===== src/rtl/instr_exec_ctrl_pkg.sv =====
// instr_exec_ctrl_pkg: opcode constants, FSM state encoding and IR field positions
// shared by instr_exec_ctrl and its testbench-visible sub-blocks.
package instr_exec_ctrl_pkg;

   localparam logic [3:0] OP_NOP  = 4'd0;
   localparam logic [3:0] OP_ADD  = 4'd1;
   localparam logic [3:0] OP_SUB  = 4'd2;
   localparam logic [3:0] OP_AND  = 4'd3;
   localparam logic [3:0] OP_OR   = 4'd4;
   localparam logic [3:0] OP_XOR  = 4'd5;
   localparam logic [3:0] OP_ADDI = 4'd6;
   localparam logic [3:0] OP_LI   = 4'd7;
   localparam logic [3:0] OP_SLL  = 4'd8;
   localparam logic [3:0] OP_SRL  = 4'd9;
   localparam logic [3:0] OP_MUL  = 4'd10;

   localparam logic [2:0] S_IDLE = 3'd0;
   localparam logic [2:0] S_READ = 3'd1;
   localparam logic [2:0] S_EXEC = 3'd2;
   localparam logic [2:0] S_WB   = 3'd3;
   localparam logic [2:0] S_DONE = 3'd4;

   localparam int OP_HI  = 31;
   localparam int OP_LO  = 28;
   localparam int RD_HI  = 27;
   localparam int RD_LO  = 24;
   localparam int RS_HI  = 23;
   localparam int RS_LO  = 20;
   localparam int RT_HI  = 19;
   localparam int RT_LO  = 16;
   localparam int IMM_HI = 15;
   localparam int IMM_LO = 0;

   function automatic logic op_legal(input logic [3:0] op);
      return op <= OP_MUL;
   endfunction

endpackage


===== src/rtl/instr_exec_ctrl_mul.sv =====
// shift_add_mul: iterative 16x16 multiplier keeping the low 16 product bits.
//   clk, rst      clock, async active-high reset
//   start         load a/b and clear the accumulator
//   a, b          multiplicand, multiplier
//   busy          iterating (16 cycles after start)
//   done          high during the last iteration cycle (counter at 15)
//   product       accumulator; final once busy drops
module shift_add_mul (
   input  logic        clk,
   input  logic        rst,
   input  logic        start,
   input  logic [15:0] a,
   input  logic [15:0] b,
   output logic        busy,
   output logic        done,
   output logic [15:0] product
);

   logic [15:0] mcand_q, mcand_d, mplier_q, mplier_d, acc_q, acc_d;
   logic [3:0]  cnt_q, cnt_d;
   logic        busy_q, busy_d;

   always_comb begin
      mcand_d  = mcand_q;
      mplier_d = mplier_q;
      acc_d    = acc_q;
      cnt_d    = cnt_q;
      busy_d   = busy_q;
      if (start) begin
         mcand_d  = a;
         mplier_d = b;
         acc_d    = '0;
         cnt_d    = '0;
         busy_d   = 1'b1;
      end else if (busy_q) begin
         // one multiplier bit per cycle, LSB first; counter wrap 15->0 ends the run
         acc_d    = acc_q + (mplier_q[0] ? mcand_q : 16'h0);
         mcand_d  = mcand_q << 1;
         mplier_d = mplier_q >> 1;
         cnt_d    = cnt_q + 4'd1;
         busy_d   = cnt_q != 4'hF;
      end
   end

   always_ff @(posedge clk or posedge rst) begin
      if (rst) begin
         mcand_q  <= '0;
         mplier_q <= '0;
         acc_q    <= '0;
         cnt_q    <= '0;
         busy_q   <= 1'b0;
      end else begin
         mcand_q  <= mcand_d;
         mplier_q <= mplier_d;
         acc_q    <= acc_d;
         cnt_q    <= cnt_d;
         busy_q   <= busy_d;
      end
   end

   assign busy    = busy_q;
   assign done    = busy_q && cnt_q == 4'hF;
   assign product = acc_q;

endmodule


===== src/rtl/instr_exec_ctrl.sv =====
// instr_exec_ctrl: serial single-instruction executor with a 16x16 register bank.
//   clk, rst            clock, async active-high reset
//   value               shared load bus for the instruction register
//   ld_ir_hi, ld_ir_lo  load IR[31:16] / IR[15:0] (IDLE only)
//   start               execute the held IR (IDLE only)
//   busy, done          not-IDLE, one-cycle completion pulse
//   illegal             last started opcode was illegal
//   zero, carry         ALU flags
//   display             last written-back value
module instr_exec_ctrl
   import instr_exec_ctrl_pkg::*;
(
   input  logic        clk,
   input  logic        rst,
   input  logic [15:0] value,
   input  logic        ld_ir_hi,
   input  logic        ld_ir_lo,
   input  logic        start,
   output logic        busy,
   output logic        done,
   output logic        illegal,
   output logic        zero,
   output logic        carry,
   output logic [15:0] display
);

   logic [2:0]  state_q, state_d;
   logic [31:0] ir_q, ir_d, xir_q, xir_d;
   logic [15:0] a_q, a_d, b_q, b_d, display_q, display_d;
   logic        illegal_q, illegal_d, zero_q, zero_d, carry_q, carry_d;
   logic [15:0] regs_q [16];
   logic [15:0] regs_d [16];
   logic [3:0]  op, rd, rs, rt;
   logic [15:0] imm;
   logic [16:0] alu;
   logic        mul_start, mul_busy, mul_done;
   logic [15:0] mul_product;

   // xir holds the instruction being executed so IDLE loads issued with start
   // land in IR without disturbing the launched instruction
   assign op  = xir_q[OP_HI:OP_LO];
   assign rd  = xir_q[RD_HI:RD_LO];
   assign rs  = xir_q[RS_HI:RS_LO];
   assign rt  = xir_q[RT_HI:RT_LO];
   assign imm = xir_q[IMM_HI:IMM_LO];

   assign mul_start = state_q == S_READ && op == OP_MUL;

   shift_add_mul u_mul (
      .clk     (clk),
      .rst     (rst),
      .start   (mul_start),
      .a       (regs_q[rs]),
      .b       (regs_q[rt]),
      .busy    (mul_busy),
      .done    (mul_done),
      .product (mul_product)
   );

   // bit 16 is the ADD/ADDI carry and, for SUB, the borrow (set iff a < b)
   always_comb begin
      alu = '0;
      case (op)
         OP_ADD:  alu = {1'b0, a_q} + {1'b0, b_q};
         OP_SUB:  alu = {1'b0, a_q} - {1'b0, b_q};
         OP_AND:  alu = {1'b0, a_q & b_q};
         OP_OR:   alu = {1'b0, a_q | b_q};
         OP_XOR:  alu = {1'b0, a_q ^ b_q};
         OP_ADDI: alu = {1'b0, a_q} + {1'b0, imm};
         OP_LI:   alu = {1'b0, imm};
         OP_SLL:  alu = {1'b0, a_q << imm[3:0]};
         OP_SRL:  alu = {1'b0, a_q >> imm[3:0]};
         OP_MUL:  alu = {1'b0, mul_product};
         default: alu = '0;
      endcase
   end

   always_comb begin
      state_d   = state_q;
      ir_d      = ir_q;
      xir_d     = xir_q;
      a_d       = a_q;
      b_d       = b_q;
      illegal_d = illegal_q;
      zero_d    = zero_q;
      carry_d   = carry_q;
      display_d = display_q;
      regs_d    = regs_q;
      case (state_q)
         S_IDLE: begin
            ir_d = {ld_ir_hi ? value : ir_q[31:16], ld_ir_lo ? value : ir_q[15:0]};
            if (start) begin
               xir_d     = ir_q;
               illegal_d = 1'b0;
               state_d   = S_READ;
            end
         end
         S_READ: begin
            a_d       = regs_q[rs];
            b_d       = regs_q[rt];
            illegal_d = !op_legal(op);
            state_d   = op_legal(op) ? S_EXEC : S_DONE;
         end
         S_EXEC: begin
            // an idle multiplier here can only mean it was never launched; leave rather than hang
            if (op != OP_MUL || mul_done || !mul_busy) state_d = S_WB;
         end
         S_WB: begin
            if (op != OP_NOP) begin
               if (rd != 4'd0) regs_d[rd] = alu[15:0];
               display_d = alu[15:0];
            end
            if (op != OP_NOP && op != OP_LI) begin
               zero_d  = alu[15:0] == 16'h0;
               carry_d = alu[16];
            end
            state_d = S_DONE;
         end
         S_DONE:  state_d = S_IDLE;
         default: state_d = S_IDLE;
      endcase
   end

   always_ff @(posedge clk or posedge rst) begin
      if (rst) begin
         state_q   <= S_IDLE;
         ir_q      <= '0;
         xir_q     <= '0;
         a_q       <= '0;
         b_q       <= '0;
         illegal_q <= 1'b0;
         zero_q    <= 1'b0;
         carry_q   <= 1'b0;
         display_q <= '0;
         for (int i = 0; i < 16; i++) regs_q[i] <= '0;
      end else begin
         state_q   <= state_d;
         ir_q      <= ir_d;
         xir_q     <= xir_d;
         a_q       <= a_d;
         b_q       <= b_d;
         illegal_q <= illegal_d;
         zero_q    <= zero_d;
         carry_q   <= carry_d;
         display_q <= display_d;
         regs_q    <= regs_d;
      end
   end

   assign busy    = state_q != S_IDLE;
   assign done    = state_q == S_DONE;
   assign illegal = illegal_q;
   assign zero    = zero_q;
   assign carry   = carry_q;
   assign display = display_q;

endmodule


===== config.mk =====
export PLATFORM = sky130hd
export DESIGN_NAME = instr_exec_ctrl
export DESIGN_NICKNAME = d
export VERILOG_FILES = /design/src/rtl/instr_exec_ctrl_pkg.sv /design/src/rtl/instr_exec_ctrl_mul.sv /design/src/rtl/instr_exec_ctrl.sv
export SDC_FILE = /design/constraint.sdc
export NUM_CORES = 1
export LEC_CHECK = 0
export CORE_MARGIN = 4
export CORE_UTILIZATION = 60
export DETAILED_ROUTE_END_ITERATION = 7
export DONT_BUFFER_PORTS = 1
export PLACE_DENSITY = 0.76
export SLEW_MARGIN = 10
export SYNTH_ARGS = -nofsm -noshare
export SYNTH_HDL_FRONTEND = slang
export SYNTH_SLANG_ARGS = --single-unit

===== constraint.sdc =====
create_clock -name clk -period 17.8 [get_ports clk]
set_clock_uncertainty 0.2 [all_clocks]
set_input_delay 1.78 -clock clk [delete_from_list [all_inputs] [get_ports clk]]
set_output_delay 1.78 -clock clk [all_outputs]
set_load 0.01 [all_outputs]

==> flow_summary.yaml, run 1 <==
setup_path:
  cp_num_buf_inv: 1
  r2r.worst_path.cells: 18
  startpoint_type: "flip-flop"
  arrival_ns: 5.86
  path_max_fanout: 16
  timing.rr.end: "regs_q[175]"
  r2r-start: "b_q[0]"
  end_kind: "flip-flop"
  critPathRequiredTime_ns: 18.04
  r2r_slack_ns: 12.18
  cpMaxStageDelayCell: "nor2b_1"
  critPathKind: "flip-flop to flip-flop"
  crit_family: "simple AND/OR/NAND/NOR gates"
  cp_cell_sequence: "inv_1 > ha_1 > or3b_2 > or3_1 > or4_1 > o211ai_1 > a21oi_1 > nor2_1 > ha_1 > nand2_1 > nor2_1 > a211oi_1 > o31ai_1 > and2_1 > o22a_1 > a41oi_1 > nor2b_1 > a21oi_1"
  slowest_delay_ns: 0.91
clock_network:
  cts_buffers: 45
  htreeDepth: 2
  post_cts_buffers: 0
  cts_max_path_buffers: 3
  hold_buffers: 0
  post_cts_resized: 0
  clk_latency_ns: 0.61
  clock-sinks: 427
  cts-root-buf: "clkbuf_16"
  cts.clk_slew.worst_paths_ns: 0.08
  cts_tree: "yes"
sta:
  worst_pin_slew_ns: 1.31
  finalHoldViolCount: 0
  relSlewSlack_pct: 12.9
  worst_slack_ns: 12.18
  finalCritPeriodShare_pct: 31.6
  finalMaxSlewViolations: 0
  max_freq_mhz: 178
  setup_viol: 0
  rsz0062_at_grt: "false"
  min_period_ns: 5.62
  setup_tns_ns: 0
grt:
  grt_pass1_wl_microns: 113000
  grt_start_max_net_pins: 146
  grt.busiest_layer: "met2"
  use_met2_pct: 51.3
  grt_pass1_vias: 18700
  gr-usage-all-layers_pct: 33.2
  antenna_found_initial: 2
  use_met3_pct: 7.90
  overflow: 0
  met1_usage_pct: 45.7
placement:
  io_buffers: 0
  gp_congestion: 0.989
  hpwl_microns: 47500
  dp_slack_ns: 12.30
floorplanning:
  dieArea_sq_mm: 0.0438
  initial_utilization_pct: 60.8
  ios: 42
  core_area_sq_mm: 0.0399
  floorplan.rows: 73
  die_width_microns: 209
  die_h_microns: 209
cells_and_area:
  drive_gt1_share_pct: 18.9
  area_delta_synth_final_pct: 8.01
  fillers: 2982
  finalNetCount: 2269
yosys:
  synth_edf_count: 0
  syn_inst: 2278
  synthFlopType: "dfrtp_1"
  async_flop_share_pct: 100
  ys_ff_latch: 427
  synth_nets: 2369
  syn_area_sq_mm: 0.0243
  yosys_warnings: 0
  synth_area_leaders: "dfrtp_1 44%, mux4_2 16%, a21oi_1 5.8%"
  synth_top_area_share_pct: 44.0
  netlist.top_cell.by_area: "dfrtp_1"
  synthDistinctLibCells: 87
  avgSynthCellArea_sq_um: 10.7
  seq_area_frac_synth_pct: 44.0
routing:
  via_per_inst: 6.79
  drc_errors: 0
  wl_per_cell_microns: 26.4
  ant_nets: 0
  postRouteWirelength_microns: 72200
  first_iter_violations: 1823
  vias: 18600
  first_pass_iters: 6
min_path:
  min_from: "regs_q[250]"
  worstHoldPathCells: 0
  hold_path_end: "regs_q[250]"
  min_path_type: "flip-flop to flip-flop"
pwr:
  total_power_w: 0.00550
  ir_drop_mv: 0.115
  powerDensity_mw_per_mm2: 210
  p_leak_nw: 11.2
status:
  outcome: "finished clean"
flow_run:
  maxCapViolCount: 0
synth_stat cells, types with 5 or more instances:
library cell  instances
nor2_1              328
nor3b_1               7
o211ai_1             12
or3_1                10
nand2b_1             17
nand3_1              22
a22oi_1              15
ha_1                 68
mux4_2              172
clkbuf_1            145
o22ai_1              14
a21oi_1             280
a31oi_1               6
o21ai_0             135
xor2_1                8
o21ai_1               6
nor2b_1              14
mux2i_1              64
nand3b_1              6
buf_2                20
and2_1               23
inv_1                52
a211oi_1              9
mux2_2               72
o2111ai_1             5
buf_1                23
xnor2_1              12
dfrtp_1             427
a21o_1                6
nor3_1               26
nand2_1             157
per-stage QoR:
step	instances	cell area (sq um)	hold WS [ns]	utilization [%]
detailed placement	2656	24600	0.183	61.6
CTS	2736	26200	0.196	65.7
global placement	2656	24600	0.176	61.6
global route	2736	26200	0.210	65.7
floorplan	2278	24300	0.241	-
finish	2737	26200	0.198	65.7
routing by layer:
layer	share of wire [%]	vias up	wire, microns
li1	-	8067	-
met1	39	9261	28100
met2	46	1011	33500
met3	9.6	232	6960
met4	5.0	2	3610
met5	0.018	-	13
flip-flops by register name, summed over array words and instances, names as in the netlist, 3 cells and up:
signal / count
a_q: 16
b_q: 16
display: 16
ir_q: 32
regs_q: 256
state_q: 3
u_mul.cnt_q: 4
u_mul.mcand_q: 16
u_mul.mplier_q: 16
u_mul.product: 16
xir_q: 32
worst reg2reg max path: stages, from the launching register on:
cell and delay, ns:
dfrtp_1 0.43, inv_1 0.12, ha_1 0.19, or3b_2 0.49
or3_1 0.40, or4_1 0.44, o211ai_1 0.18, a21oi_1 0.09
nor2_1 0.29, ha_1 0.31, nand2_1 0.10, nor2_1 0.05
a211oi_1 0.23, o31ai_1 0.15, and2_1 0.21, o22a_1 0.19
a41oi_1 0.24, nor2b_1 0.91, a21oi_1 0.22
placed cells by master, fill, tap and decap left out, types with 5 or more instances in the layout:
master     instances
a211oi_1           8
a21o_1             6
a21oi_1          280
a22oi_1           15
a31oi_1            6
and2_1            22
buf_4             47
bufinv_16          8
clkbuf_16         45
clkbuf_8           9
dfrtp_1          421
ha_1              68
inv_1             51
mux2_2            72
mux2i_1           64
mux4_2           172
nand2_1          157
nand2b_1          17
nand3_1           22
nand3b_1           6
nor2_1           318
nor2_2             9
nor2b_1           13
nor3_1            23
nor3_2             5
nor3b_1            7
o2111ai_1          5
o211ai_1          12
o21ai_0          135
o21ai_1            6
o22ai_1           14
or3_1             10
xnor2_1           12
xor2_1             8
layout make-up:
cell class	count	area, sq um	area share, %
antenna	1	2.50	0.00954
clock buffer	58	1260	4.82
clock inverter	22	378	1.44
inverter	54	210	0.801
multi-input combinational	1603	12700	48.3
sequential	427	10700	40.8
tap	525	657	2.50
timing repair buffer	47	353	1.35
report_power, final:
part / total, W / switching, W / leakage (nW) / internal [W]
Combinational: 0.00262 / 0.00150 / 4.82 / 0.00112
Sequential: 0.00183 / 0.000471 / 5.58 / 0.00136
Clock: 0.00104 / 0.000417 / 0.800 / 0.000624
how the worst max path moves through the flow:
stage,start,endpoint,depth (start not counted)
after global placement,b_q[0],regs_q[191],18
final,b_q[0],regs_q[175],18
after global routing,b_q[0],regs_q[111],18
after floorplan,rst,a_q[0],1
after detailed placement,b_q[0],display[15],18
after CTS,b_q[0],regs_q[191],18
cell families (layout without fill, tap and decap cells):
group,after synthesis,count (layout),share of synthesized area (%)
simple gates,643,643,11.6
compound gates,555,555,13.6
flops,427,427,44.0
mux,315,315,22.3
buf+inv,248,181,4.06
fa+ha+maj,70,70,3.67
xor+xnor,20,20,0.721
other cells,0,1,0
Note: power is estimated with default switching activity, not from simulation.
==> inputs of run 2 (changes only) <==
==> constraint.sdc (replaced) <==
create_clock -name clk -period 5.6 [get_ports clk]
set_clock_uncertainty 0.2 [all_clocks]
set_input_delay 0.56 -clock clk [delete_from_list [all_inputs] [get_ports clk]]
set_output_delay 0.56 -clock clk [all_outputs]
set_load 0.01 [all_outputs]
==> run 2 against run 1 <==
Cell count rose by 1.3%. Combinational power rose to 3.2 times the previous value. Sequential cell count is the same. Count of clock-buffer cells in the layout up 7. Register-to-register slack got worse by 12 ns. Cell area increased by 0.59%. Sequential power rose to 3.2 times the previous value. Sequential share of layout area is 0.24 points lower. Non-clock buffer count is 35 higher. Setup slack worse by 12 ns. Via count up 1.2%. Utilization grew 0.39 points. Highest routed layer is now met4.
==> flow_summary.yaml, run 2 (synthesis gave the netlist of run 1 again) <==
pwr:
  p_switching_w: 0.00759
  p_leak_nw: 11.3
  seq_power_share_pct: 34.3
  pwr-share-clk_pct: 17.0
  internal_power_w: 0.00969
  ir_drop_mv: 0.381
  powerDensity_mw_per_mm2: 655
  comb_power_share_pct: 48.6
  swShare_pct: 43.9
routing:
  first_pass_iters: 6
  vias: 18800
  first_iter_violations: 1976
  via_per_inst: 6.78
  ant_nets: 0
  postRouteWirelength_microns: 72400
  wl_per_cell_microns: 26.1
  drc_errors: 0
sta:
  finalMaxSlewViolations: 0
  timing.hold.ws_ns: 0.203
  min_period_ns: 5.18
  setup_tns_ns: 0
  finalHoldViolCount: 0
  max_freq_mhz: 193
  finalCritPeriodShare_pct: 92.5
  setup_viol: 0
  rsz0062_at_grt: "false"
  relSlewSlack_pct: 12.9
  worst_pin_slew_ns: 1.31
floorplanning:
  dieArea_sq_mm: 0.0438
  die_width_microns: 209
  ios: 42
  core_area_sq_mm: 0.0399
  initial_utilization_pct: 60.8
  die_h_microns: 209
  floorplan.rows: 73
clock_network:
  cts_max_path_buffers: 3
  clk_latency_ns: 0.59
  clock-sinks: 427
  post_cts_resized: 0
  cts.clk_slew.worst_paths_ns: 0.06
  htreeDepth: 2
  cts-root-buf: "clkbuf_16"
  cts_tree: "yes"
  cts_buffers: 45
cells_and_area:
  final_common_cell: "dfrtp_1"
  layout_common_cells: "421 x dfrtp_1, 318 x nor2_1, 280 x a21oi_1"
  fillers: 2939
  reg_top3: "regs_q x256, ir_q x32, xir_q x32"
  final_cell_area_sq_mm: 0.0264
  n_antenna_cell: 0
  finalNetCount: 2304
  largest_register_ffs: 256
  largest-register: "regs_q"
  area_delta_synth_final_pct: 8.65
  drive_gt1_share_pct: 19.2
grt:
  grt_pass1_vias: 19200
  grt_start_max_net_pins: 132
  grt_pass1_wl_microns: 113000
  gr-usage-all-layers_pct: 33.3
  antenna_found_initial: 1
  overflow: 0
min_path:
  min_path_type: "flip-flop to flip-flop"
setup_path:
  critPathRequiredTime_ns: 5.85
  critPathKind: "flip-flop to flip-flop"
  cp_cell_sequence: "inv_1 > ha_1 > or3b_2 > or3_1 > or4_1 > a21oi_1 > nor2_1 > ha_1 > a21oi_1 > nor2b_1 > or2_2 > a221o_1 > a211o_1 > a311oi_1 > o311a_1 > buf_4 > o21ai_0"
  slowest_delay_ns: 0.49
  cp_num_buf_inv: 2
  startpoint_type: "flip-flop"
  arrival_ns: 5.43
  end_kind: "flip-flop"
  crit_family: "compound AO/OA/AOI/OAI gates"
  path_max_fanout: 16
  cpMaxStageDelayCell: "or3b_2"
placement:
  io_buffers: 0
  placed_area_sq_mm: 0.0248
  hpwl_microns: 47400
  gp_congestion: 1.02
status:
  outcome: "finished clean"
flow_run:
  maxCapViolCount: 0
-- run 2: cell count changes in the layout (fill, tap and decap cells not counted), moves of 6 or more --
cell	before	now
clkinv_2	4	10
dlygate4sd3_1	0	18
buf_4	47	61
bufinv_16	8	1
clkbuf_1	4	11
-- run 2: worst paths after layout --
kind	cells past startpoint	start	slack (ns)	endpoint
worst max-delay path	17	b_q[0]	0.42	regs_q[126]
worst min-delay path	0	regs_q[242]	0.20	regs_q[242]
worst max register to register	17	b_q[0]	0.42	regs_q[126]
worst min register to register	0	regs_q[242]	0.20	regs_q[242]
max in group asynchronous	3	rst	3.47	u_mul.busy
min in group asynchronous	2	rst	0.47	display[6]
-- run 2: per-stage QoR --
stage	setup WS [ns]	total power, W	instances	util (%)
final	0.420	0.0173	2772	66.1
after global routing	0.194	0.0183	2772	66.1
after CTS	0.483	0.0171	2772	66.1
after detailed placement	0.503	0.0141	2673	62.0
after global placement	0.593	0.0138	2673	62.0
after floorplan	-0.923	0.0114	2278	-
-- run 2: power groups by stage --
stage | sequential (W) | clock, W | combinational, W
floorplan | 0.00509 | 0 | 0.00636
global placement | 0.00579 | 0 | 0.00799
detailed placement | 0.00591 | 0 | 0.00819
CTS | 0.00589 | 0.00298 | 0.00828
global route | 0.00609 | 0.00310 | 0.00906
finish | 0.00593 | 0.00294 | 0.00840
-- run 2: layer usage --
metal / global-route usage (%) / vias to the layer above / share of wire, %
met5: 0 / - / 0
met4: 14.6 / 0 / 4.8
met3: 7.15 / 238 / 9.4
met2: 52.9 / 980 / 47
met1: 44.9 / 9440 / 38
li1: - / 8131 / -
-- run 2: area by class of cell --
type / instances / area [sq um] / area share [%]
well taps: 525 / 657 / 2.49
clock buffers: 65 / 1290 / 4.89
flip-flops and latches: 427 / 10700 / 40.5
multi-input cells: 1603 / 12700 / 48.1
repair buffers: 82 / 698 / 2.65
inverters: 54 / 206 / 0.782
clock inverters: 16 / 156 / 0.593
-- run 2: worst reg2reg max path: cells and delay by family, from the launching register on --
kind,cells,cell delay (ns)
AOI/OAI and AO/OA,7,1.80
adders and majority gates,2,0.51
DFF,1,0.42
and+or+nand+nor,6,1.76
buffers and inverters,2,0.37
-- run 2: timing repair --
item / in CTS / in global routing
setup endpoints to repair: 0 / 0
hold endpoints to repair: 71 / 0
hold buffers: 18 / 0
setup buffers: 0 / 0
